--- config.mk ---
export PLATFORM = sky130hd
export DESIGN_NAME = ram_op_sequencer
export DESIGN_NICKNAME = d
export VERILOG_FILES = /design/src/rtl/ram_op_sequencer_pkg.sv /design/src/rtl/ram_op_sequencer_mult.sv /design/src/rtl/ram_op_sequencer.sv
export SDC_FILE = /design/constraint.sdc
export NUM_CORES = 1
export LEC_CHECK = 0
export CAP_MARGIN = 0
export CORE_ASPECT_RATIO = 0.5
export CORE_UTILIZATION = 25
export DETAILED_ROUTE_END_ITERATION = 7
export GPL_TIMING_DRIVEN = 1
export PLACE_DENSITY_LB_ADDON = 0.08
export SLEW_MARGIN = 20
export SYNTH_ARGS = -nofsm -noshare
export SYNTH_HDL_FRONTEND = slang
export SYNTH_SLANG_ARGS = --single-unit
--- constraint.sdc ---
create_clock -name clk -period 3.59 [get_ports clk]
set_clock_uncertainty 0.15 [all_clocks]
set_input_delay 0.359 -clock clk [delete_from_list [all_inputs] [get_ports clk]]
set_output_delay 0.359 -clock clk [all_outputs]
set_load 0.05 [all_outputs]
--- src/rtl/ram_op_sequencer_pkg.sv ---
// Shared types and constants for the RAM operation sequencer.
package ram_op_sequencer_pkg;

    localparam int unsigned W_DATA = 24;
    localparam int unsigned W_ADDR = 9;

    localparam logic [W_ADDR-1:0] ADDR_U = 9'd155;
    localparam logic [W_ADDR-1:0] ADDR_V = 9'd10;
    localparam logic [W_ADDR-1:0] ADDR_W = 9'd95;
    localparam logic [W_ADDR-1:0] ADDR_K = 9'd180;
    localparam logic [W_ADDR-1:0] ADDR_X = 9'd115;

    localparam logic [W_DATA-1:0] K_VAL = 24'd7;

    typedef enum logic [3:0] {
        S_IDLE,
        S_WR_U,
        S_WR_V,
        S_WR_W,
        S_WR_K,
        S_RD_U,
        S_RD_V,
        S_RD_W,
        S_RD_K,
        S_RD_END,
        S_MUL_A,
        S_MUL_B,
        S_MUL_C,
        S_WR_X,
        S_DONE
    } state_e;

endpackage

--- src/rtl/ram_op_sequencer_mult.sv ---
// seq_mult24: shift-add multiplier, one multiplier bit per cycle (LSB first),
// low W bits of the product kept. Bit 0 is handled on the go edge so the
// product is ready (rdy pulse) exactly W cycles after go.
module seq_mult24
    import ram_op_sequencer_pkg::*;
#(
    parameter int unsigned W = W_DATA
) (
    input  logic         clk,
    input  logic         RE_n,
    input  logic         go,
    input  logic [W-1:0] a,
    input  logic [W-1:0] b,
    output logic [W-1:0] p,
    output logic         rdy
);

    localparam int unsigned CW = $clog2(W) + 1;

    logic [W-1:0]  acc_q;
    logic [W-1:0]  mcand_q;
    logic [W-1:0]  mplier_q;
    logic [CW-1:0] cnt_q;
    logic          run_q;
    logic          rdy_q;

    // Iteration control: bit counter, running flag and completion pulse.
    always_ff @(posedge clk or negedge RE_n) begin
        if (!RE_n) begin
            cnt_q <= '0;
            run_q <= 1'b0;
            rdy_q <= 1'b0;
        end else if (go) begin
            cnt_q <= CW'(1);
            run_q <= 1'b1;
            rdy_q <= 1'b0;
        end else if (run_q) begin
            cnt_q <= cnt_q + CW'(1);
            if (cnt_q == CW'(W - 1)) begin
                run_q <= 1'b0;
                rdy_q <= 1'b1;
            end else begin
                rdy_q <= 1'b0;
            end
        end else begin
            rdy_q <= 1'b0;
        end
    end

    // Datapath: conditionally accumulate the shifted multiplicand.
    always_ff @(posedge clk) begin
        if (go) begin
            acc_q    <= b[0] ? a : '0;
            mcand_q  <= a << 1;
            mplier_q <= b >> 1;
        end else if (run_q) begin
            if (mplier_q[0]) begin
                acc_q <= acc_q + mcand_q;
            end
            mcand_q  <= mcand_q << 1;
            mplier_q <= mplier_q >> 1;
        end
    end

    assign p   = acc_q;
    assign rdy = rdy_q;

endmodule

--- src/rtl/ram_op_sequencer.sv ---
// ram_op_sequencer: stores U, V, W and a constant through a single RAM port,
// reads them back, computes X = V or X = 2*U*V*W*K (mod 2^W_DATA), writes X
// to RAM and pulses done. All outputs are registered from the next state.
module ram_op_sequencer
    import ram_op_sequencer_pkg::*;
#(
    parameter int unsigned          W_DATA = ram_op_sequencer_pkg::W_DATA,
    parameter int unsigned          W_ADDR = ram_op_sequencer_pkg::W_ADDR,
    parameter logic [W_ADDR-1:0]    ADDR_U = ram_op_sequencer_pkg::ADDR_U,
    parameter logic [W_ADDR-1:0]    ADDR_V = ram_op_sequencer_pkg::ADDR_V,
    parameter logic [W_ADDR-1:0]    ADDR_W = ram_op_sequencer_pkg::ADDR_W,
    parameter logic [W_ADDR-1:0]    ADDR_K = ram_op_sequencer_pkg::ADDR_K,
    parameter logic [W_ADDR-1:0]    ADDR_X = ram_op_sequencer_pkg::ADDR_X,
    parameter logic [W_DATA-1:0]    K_VAL  = ram_op_sequencer_pkg::K_VAL
) (
    input  logic              clk,
    input  logic              RE_n,
    input  logic              start,
    input  logic [W_DATA-1:0] U,
    input  logic [W_DATA-1:0] V,
    input  logic [W_DATA-1:0] W,
    input  logic              operation,
    input  logic [W_DATA-1:0] ram_o,
    output logic [W_DATA-1:0] ram_d,
    output logic [W_ADDR-1:0] ram_addr,
    output logic              ram_r,
    output logic              ram_w,
    output logic              ram_e,
    output logic [W_DATA-1:0] X,
    output logic              done,
    output logic              busy
);

    state_e state_q, state_d;

    logic [W_DATA-1:0] u_q, v_q, w_q;
    logic              op_q;
    logic [W_DATA-1:0] ur_q, vr_q, wr_q, kr_q;
    logic [W_DATA-1:0] res_q, res_d;

    logic              en_q, en_d, rstb_q, rstb_d, wstb_q, wstb_d;
    logic [W_ADDR-1:0] addr_q, addr_d;
    logic [W_DATA-1:0] wdata_q, wdata_d;
    logic [W_DATA-1:0] x_q;
    logic              done_q, busy_q;

    logic              mul_go, mul_rdy;
    logic [W_DATA-1:0] mul_a, mul_b, mul_p;

    seq_mult24 #(.W(W_DATA)) u_mult (
        .clk  (clk),
        .RE_n (RE_n),
        .go   (mul_go),
        .a    (mul_a),
        .b    (mul_b),
        .p    (mul_p),
        .rdy  (mul_rdy)
    );

    // Next state, multiplier launches, and the RAM bus for the coming cycle.
    always_comb begin
        state_d = state_q;
        res_d   = res_q;
        mul_go  = 1'b0;
        mul_a   = mul_p;
        mul_b   = kr_q;
        en_d    = 1'b0;
        rstb_d  = 1'b0;
        wstb_d  = 1'b0;
        addr_d  = '0;
        wdata_d = '0;

        case (state_q)
            S_IDLE:   if (start) state_d = S_WR_U;
            S_WR_U:   state_d = S_WR_V;
            S_WR_V:   state_d = S_WR_W;
            S_WR_W:   state_d = S_WR_K;
            S_WR_K:   state_d = S_RD_U;
            S_RD_U:   state_d = S_RD_V;
            S_RD_V:   state_d = S_RD_W;
            S_RD_W:   state_d = S_RD_K;
            S_RD_K:   state_d = S_RD_END;
            S_RD_END: begin
                if (op_q) begin
                    state_d = S_MUL_A;
                    mul_go  = 1'b1;
                    mul_a   = ur_q;
                    mul_b   = wr_q;
                end else begin
                    state_d = S_WR_X;
                    res_d   = vr_q;
                end
            end
            S_MUL_A: begin
                if (mul_rdy) begin
                    state_d = S_MUL_B;
                    mul_go  = 1'b1;
                    mul_b   = kr_q;
                end
            end
            S_MUL_B: begin
                if (mul_rdy) begin
                    state_d = S_MUL_C;
                    mul_go  = 1'b1;
                    mul_b   = vr_q;
                end
            end
            S_MUL_C: begin
                if (mul_rdy) begin
                    state_d = S_WR_X;
                    res_d   = mul_p << 1;
                end
            end
            S_WR_X:   state_d = S_DONE;
            S_DONE:   state_d = S_IDLE;
            default:  state_d = S_IDLE;
        endcase

        // WR_U is only entered from IDLE, where the operand registers are
        // loaded on the same edge, so its data comes straight from the port.
        case (state_d)
            S_WR_U: begin en_d = 1'b1; wstb_d = 1'b1; addr_d = ADDR_U; wdata_d = U;     end
            S_WR_V: begin en_d = 1'b1; wstb_d = 1'b1; addr_d = ADDR_V; wdata_d = v_q;   end
            S_WR_W: begin en_d = 1'b1; wstb_d = 1'b1; addr_d = ADDR_W; wdata_d = w_q;   end
            S_WR_K: begin en_d = 1'b1; wstb_d = 1'b1; addr_d = ADDR_K; wdata_d = K_VAL; end
            S_RD_U: begin en_d = 1'b1; rstb_d = 1'b1; addr_d = ADDR_U; end
            S_RD_V: begin en_d = 1'b1; rstb_d = 1'b1; addr_d = ADDR_V; end
            S_RD_W: begin en_d = 1'b1; rstb_d = 1'b1; addr_d = ADDR_W; end
            S_RD_K: begin en_d = 1'b1; rstb_d = 1'b1; addr_d = ADDR_K; end
            S_WR_X: begin en_d = 1'b1; wstb_d = 1'b1; addr_d = ADDR_X; wdata_d = res_d; end
            default: ;
        endcase
    end

    // Control state and registered outputs; reset idles the RAM bus at once.
    always_ff @(posedge clk or negedge RE_n) begin
        if (!RE_n) begin
            state_q <= S_IDLE;
            en_q    <= 1'b0;
            rstb_q  <= 1'b0;
            wstb_q  <= 1'b0;
            addr_q  <= '0;
            wdata_q <= '0;
            x_q     <= '0;
            done_q  <= 1'b0;
            busy_q  <= 1'b0;
        end else begin
            state_q <= state_d;
            en_q    <= en_d;
            rstb_q  <= rstb_d;
            wstb_q  <= wstb_d;
            addr_q  <= addr_d;
            wdata_q <= wdata_d;
            done_q  <= (state_d == S_DONE);
            busy_q  <= (state_d != S_IDLE);
            if (state_d == S_DONE) begin
                x_q <= res_q;
            end
        end
    end

    // Operand capture on accept, and read-back one cycle after each address.
    always_ff @(posedge clk) begin
        if (state_q == S_IDLE && start) begin
            u_q  <= U;
            v_q  <= V;
            w_q  <= W;
            op_q <= operation;
        end
        if (state_q == S_RD_V)   ur_q <= ram_o;
        if (state_q == S_RD_W)   vr_q <= ram_o;
        if (state_q == S_RD_K)   wr_q <= ram_o;
        if (state_q == S_RD_END) kr_q <= ram_o;
        res_q <= res_d;
    end

    assign ram_e    = en_q;
    assign ram_r    = rstb_q;
    assign ram_w    = wstb_q;
    assign ram_addr = addr_q;
    assign ram_d    = wdata_q;
    assign X        = x_q;
    assign done     = done_q;
    assign busy     = busy_q;

endmodule

==> impl_metrics.yaml, run 1 <==
run_status:
  status: "finished clean"
finish:
  num-nets-final: 1346
  final_area_sq_um: 16500
  drive_gt1_share_pct: 8.27
  seqCellArea_sq_um: 8670
  area_growth_pct: 26.4
  layoutNonFillerInstCount: 1936
  multi_input_area_sq_um: 4080
  fillerInstances: 5085
power_and_ir_drop:
  cellLeakagePower_nw: 6.28
  peakVddDrop_mv: 0.342
  power_density_nw_per_um2: 924
drt:
  vias: 9147
  drtIter0Drc: 747
  detail-route-antenna-nets: 0
  drt-vias-per-instance: 4.72
  wl_um: 40700
  wl_per_cell_um: 21.0
  drc: 0
  drt-pass1-iter-count: 6
logic_synthesis:
  synth-main-ff-cell: "edfxtp_1"
  seq_area_frac_synth_pct: 66.4
  synth-edff-count: 212
  synth_cells: 1061
  synth-compound-area-share_pct: 16.3
  synth_top_family_by_area: "compound AO/OA/AOI/OAI gates"
  synthAdderAreaFrac_pct: 2.26
  synthXorXnorAreaFrac_pct: 1.07
  synth.avg_cell_area_sq_um: 12.3
  ys_types: 69
  ys_seq_elements: 309
  syn_nets: 1184
  syn_area_sq_um: 13100
  yosys_warnings: 0
  synth.area.mux_share_pct: 0.240
  async_flop_share_pct: 23.6
  yosys.area_share.simple_pct: 11.0
floorplan:
  num_rows: 58
  io_pins: 162
  die_area_sq_um: 53200
  core_area_sq_um: 50900
  start_util_pct: 25.7
  die_w_um: 325
  die_h_um: 164
critical_path:
  path_max_fanout: 5
  arrival_ns: 3.12
  worst_r2r_endpoint: "u_mult.p[13]"
  rr_worst_depth: 8
  crit_start: "u_mult.p[1]"
  startpoint_type: "flop"
  criticalPathCategory: "reg -> reg"
  reg2reg_slack_ns: 0.64
  cp-end-kind: "flop"
  r2r_start: "u_mult.p[1]"
  endpoint: "u_mult.p[13]"
  required_ns: 3.76
global_route:
  grt_max_degree: 67
  grt_pass1_vias: 9171
  gr-total-overflow: 0
  grt_first_pass_wirelength_um: 60800
  antenna_found_initial: 0
  grt_usage_pct: 15.2
sta:
  finalSetupViolCount: 0
  rsz0062_at_grt: "no"
  max_freq_mhz: 339
  drv_slew: 0
  tns_ns: 0
  worstMarginPinSlew_ns: 0.982
  period_share_pct: 82.1
  hold_viol_final: 0
  relSlewSlack_pct: 34.5
  period_minus_slack_ns: 2.95
placed_design:
  port_buffers: 160
  hpwl_um: 27800
  place_area_sq_um: 15500
  dpl.cell_count: 1880
  place.gp.congestion: 0.788
cts:
  cts_tree: "built"
  root_buffer: "clkbuf_16"
  cts_buffers: 30
  cts_resized: 0
  holdBufCountCts: 1
  cts_sinks: 309
  htreeDepth: 1
  clkSlewWorstSetupHoldPaths_ns: 0.07
  clock_latency_ns: 0.58
  cts_max_path_buffers: 3
  cts_setup_buffers: 0
min_path:
  whs_path_depth: 1
  min_from: "W[13]"
  hold_class: "in -> reg"
run:
  maxCapViolCount: 0
-- power breakdown --
group	total [mW]	internal [mW]	switching [mW]
clock network	3.12	1.72	1.40
logic	6.17	2.31	3.86
registers	5.96	5.30	0.658
-- cell usage in the layout (no fill, tap or decap), types with 5 or more instances in the layout --
cell type	Yosys	layout
a211o_1	5	5
a211oi_1	5	5
a21o_1	33	33
a21oi_1	59	59
a221oi_1	5	5
a222oi_1	21	21
a22o_1	26	26
a22oi_1	38	38
a31oi_1	18	18
a32oi_1	5	5
and3_1	5	5
buf_4	4	33
clkbuf_1	42	5
clkbuf_16	0	31
clkdlybuf4s50_1	0	159
clkinv_2	0	9
dfrtp_1	73	73
dfxtp_1	24	24
edfxtp_1	212	212
ha_1	22	22
inv_1	11	11
nand2_1	170	169
nand2b_1	24	24
nand3_1	10	10
nor2_1	78	73
nor2_2	1	6
nor3_1	11	9
o21a_1	7	7
o21ai_0	46	46
o22ai_1	6	6
or3_1	6	6
xnor2_1	7	7
xor2_1	9	9
-- metal layers --
metal | part of all wire (%) | global-route usage (%) | vias to the layer above
met5 | 0 | 0 | -
met4 | 1.4 | 2.59 | 0
met3 | 4.4 | 2.70 | 39
met2 | 44 | 23.4 | 182
met1 | 50 | 22.3 | 4624
li1 | - | - | 4302
-- area by class of cell --
type / instances / area share, %
Timing Repair Buffer: 195 / 11.4
Multi-Input combinational cell: 674 / 24.7
Inverter: 13 / 0.296
Tap cell: 690 / 5.23
Antenna cell: 1 / 0.0152
Sequential cell: 309 / 52.5
Clock inverter: 14 / 0.576
Clock buffer: 40 / 5.15
-- critical path: stages (launching register included) --
cell      delay, ns
edfxtp_1       0.43
ha_1           0.27
fa_1           0.43
a21o_1         0.21
a311o_1        0.39
a211oi_1       0.23
o31a_1         0.32
xor2_1         0.18
o22ai_1        0.10
-- cells in the mapped netlist (all sizes together), types with 4 or more instances --
library cell	instances	area share, %
edfxtp	212	49
nand2	170	4.9
nor2	80	2.4
dfrtp	73	14
a21oi	59	2.3
o21ai	49	1.9
clkbuf	42	1.2
a22oi	38	2.2
a21o	33	1.9
a22o	26	1.7
dfxtp	24	3.7
nand2b	24	1.1
buf	23	1.1
ha	22	2.1
a222oi	21	1.6
a31oi	18	0.86
inv	13	0.37
nand3	12	0.54
nor3	11	0.42
xor2	9	0.60
o21a	7	0.40
o22ai	7	0.38
xnor2	7	0.47
a221oi	6	0.54
and3	6	0.33
or3	6	0.29
a211o	5	0.34
a211oi	5	0.29
a32oi	5	0.34
and2	4	0.19
nand4	4	0.19
nor2b	4	0.19
o31ai	4	0.23
-- cells by family after synthesis --
kind of cell	count (synthesis)
flip-flops	309
AO/OA/AOI/OAI	302
buffers and inverters	78
XOR/XNOR	16
other	1
AND/OR/NAND/NOR	329
adder cells (fa/ha/maj)	23
multiplexers	3
-- how the worst min path moves through the flow --
| stage | slack (ns) | endpoint |
|---|---|---|
| after detailed placement | 0.27 | X[14] |
| after global routing | 0.15 | w_q[11] |
| final | 0.19 | w_q[13] |
| after CTS | 0.14 | w_q[21] |
| after global placement | 0.27 | X[15] |
| after floorplan | -0.09 | X[0] |
-- state kept, by name, summed over array words and instances (netlist names), 6 cells and up --
name	cells
u_mult.cnt_q	6
u_mult.p	23
w_q	24
kr_q	24
ram_addr	8
v_q	24
res_q	24
vr_q	24
u_mult.mcand_q	22
X	24
u_mult.mplier_q	23
ram_d	24
wr_q	24
ur_q	23
-- through the flow --
stage / utilization (%) / hold WS [ns] / power [mW] / setup WS [ns]
floorplan: - / -0.0866 / 10.1 / 0.290
global placement: 30.6 / 0.270 / 12.2 / 0.678
detailed placement: 30.6 / 0.273 / 12.2 / 0.620
CTS: 32.4 / 0.141 / 15.5 / 0.598
finish: 32.4 / 0.187 / 15.2 / 0.642
global route: 32.4 / 0.151 / 16.3 / 0.430
Note: power is estimated with default switching activity, not from simulation.
==> inputs of run 2 (changes only) <==
==> constraint.sdc (replaced) <==
create_clock -name clk -period 2.7 [get_ports clk]
set_clock_uncertainty 0.15 [all_clocks]
set_input_delay 0.27 -clock clk [delete_from_list [all_inputs] [get_ports clk]]
set_output_delay 0.27 -clock clk [all_outputs]
set_load 0.05 [all_outputs]
==> impl_metrics.yaml, run 2 (synthesis gave the netlist of run 1 again) <==
cts:
  cts_sinks: 309
  clock_latency_ns: 0.53
  cts_tree: "built"
  cts_buffers: 34
  htreeDepth: 2
  clkSlewWorstSetupHoldPaths_ns: 0.06
  cts_max_path_buffers: 3
  root_buffer: "clkbuf_16"
drt:
  vias: 9298
  wl_per_cell_um: 21.0
  detail-route-antenna-nets: 0
  drt-vias-per-instance: 4.70
  drt-pass1-iter-count: 7
  drtIter0Drc: 671
  wl_um: 41500
  drc: 0
power_and_ir_drop:
  peakVddDrop_mv: 0.416
  power_frac_comb_pct: 41.5
  p_sw_share_pct: 38.3
  power.internal_mw: 13.2
  power_frac_seq_pct: 36.5
  cellLeakagePower_nw: 6.54
  p_switching_mw: 8.24
  power_density_nw_per_um2: 1260
  clockPowerShare_pct: 22.0
critical_path:
  path_buf_inv: 0
  path_max_fanout: 5
  critical_path.max_stage_delay_ns: 0.42
  cpLargestDelayFamily: "compound AO/OA/AOI/OAI gates"
  criticalPathCategory: "reg -> reg"
  required_ns: 2.82
  rr_worst_depth: 8
  cp-end-kind: "flop"
  startpoint_type: "flop"
  arrival_ns: 2.79
  cp.depth: 8
  crit_path_top_delay_cell: "edfxtp_1"
  worstPathCellList: "ha_2 -> fa_2 -> a21o_1 -> a311o_1 -> a211oi_2 -> o31a_1 -> xor2_1 -> o22ai_1"
finish:
  drive_gt1_share_pct: 11.8
  area_growth_pct: 30.5
  final_common_cell: "edfxtp_1"
  final_area_sq_um: 17000
  post-route-util_pct: 33.5
  most-common-layout-cells: "edfxtp_1, nand2_1, clkdlybuf4s50_1"
  fillerInstances: 5028
  layoutNonFillerInstCount: 1977
  num-nets-final: 1383
sta:
  drv_slew: 0
  rsz0062_at_grt: "yes"
  hold_viol_final: 0
  period_share_pct: 99.0
  max_freq_mhz: 374
  worstMarginPinSlew_ns: 0.591
  whs_ns: 0.149
  finalSetupViolCount: 0
  postLayoutSetupSlackWorst_ns: 0.0257
  period_minus_slack_ns: 2.67
  relSlewSlack_pct: 60.6
global_route:
  grt_usage_pct: 15.5
  grt_pass1_vias: 9507
  gr-total-overflow: 0
  grt_first_pass_wirelength_um: 61800
  grt_max_degree: 72
  antenna_found_initial: 1
placed_design:
  port_buffers: 160
  hpwl_um: 28100
  pre_cts_slack_ns: -0.167
  place_area_sq_um: 15800
  dpl.cell_count: 1910
  place.gp.congestion: 0.825
floorplan:
  die_area_sq_um: 53200
  num_rows: 58
  start_util_pct: 25.7
  core_area_sq_um: 50900
  die_w_um: 325
  io_pins: 162
  die_h_um: 164
run_status:
  status: "finished clean"
min_path:
  whs_path_depth: 1
  hold_class: "in -> reg"
run:
  maxCapViolCount: 0
-- run 2: changes by cell type in the layout (fill, tap and decap cells not counted), moves of 4 or more --
cell,delta
clkbuf_16,+6
buf_4,+28
buf_12,+4
clkinv_2,-4
-- run 2: power groups by stage --
| stage | sequential [mW] | clock [mW] | combinational [mW] |
|---|---|---|---|
| 2_1_floorplan | 8.95 | 0 | 4.53 |
| 3_3_place_gp | 7.91 | 0 | 8.75 |
| 3_5_place_dp | 7.95 | 0 | 8.77 |
| 4_1_cts | 7.86 | 4.90 | 8.87 |
| 5_1_grt | 8.02 | 5.07 | 9.78 |
| 6_report | 7.84 | 4.72 | 8.92 |
-- run 2: repair_timing --
action / 4_1_cts / 5_1_grt
gates resized for setup: 5 / 8
pin swaps: 2 / 2
setup endpoints to repair: 7 / 9
endpoints found under the hold margin: 73 / 0
buffers inserted: 0 / 2
hold buffers: 2 / 0
-- run 2: routing by layer --
metal	wire length, um	global-route usage (%)	part of all wire (%)
met2	18400	24.1	44
met1	20800	22.6	50
met3	1730	2.51	4.2
met4	483	3.09	1.2
met5	0	0	0
-- run 2: cell type report --
| class | instances | area [sq um] | share of cell area, % |
|---|---|---|---|
| multi-input cells | 674 | 4150 | 24.3 |
| clock buffers | 48 | 1020 | 5.97 |
| repair buffers | 228 | 2190 | 12.8 |
| diodes | 1 | 2.50 | 0.0147 |
| well taps | 690 | 863 | 5.07 |
| inverters | 13 | 48.8 | 0.286 |
| flip-flops and latches | 309 | 8670 | 50.9 |
| clock inverters | 14 | 103 | 0.602 |
-- run 2: final timing paths --
path                                         from           end  slack [ns]
worst max-delay path            u_mult.mcand_q[1]  u_mult.p[13]        0.03
worst min-delay path                        W[10]       w_q[10]        0.15
worst max register to register  u_mult.mcand_q[1]  u_mult.p[13]        0.03
worst min register to register          res_q[12]         X[12]        0.28
max in group asynchronous                    RE_n   ram_addr[3]        1.74
min in group asynchronous                    RE_n   ram_addr[1]        0.20
-- run 2: through the flow --
step | total power [mW] | setup TNS [ns]
2_1_floorplan | 13.5 | 0
3_3_place_gp | 16.7 | -0.373
3_5_place_dp | 16.7 | -0.607
4_1_cts | 21.6 | 0
5_1_grt | 22.9 | -0.165
6_report | 21.5 | 0
-- run 2: worst reg2reg max path, delay by kind of cell (launching register included) --
| family | cells | cell delay (ns) |
|---|---|---|
| compound gates | 5 | 1.10 |
| fa+ha+maj | 2 | 0.57 |
| flops | 1 | 0.42 |
| xor+xnor | 1 | 0.18 |
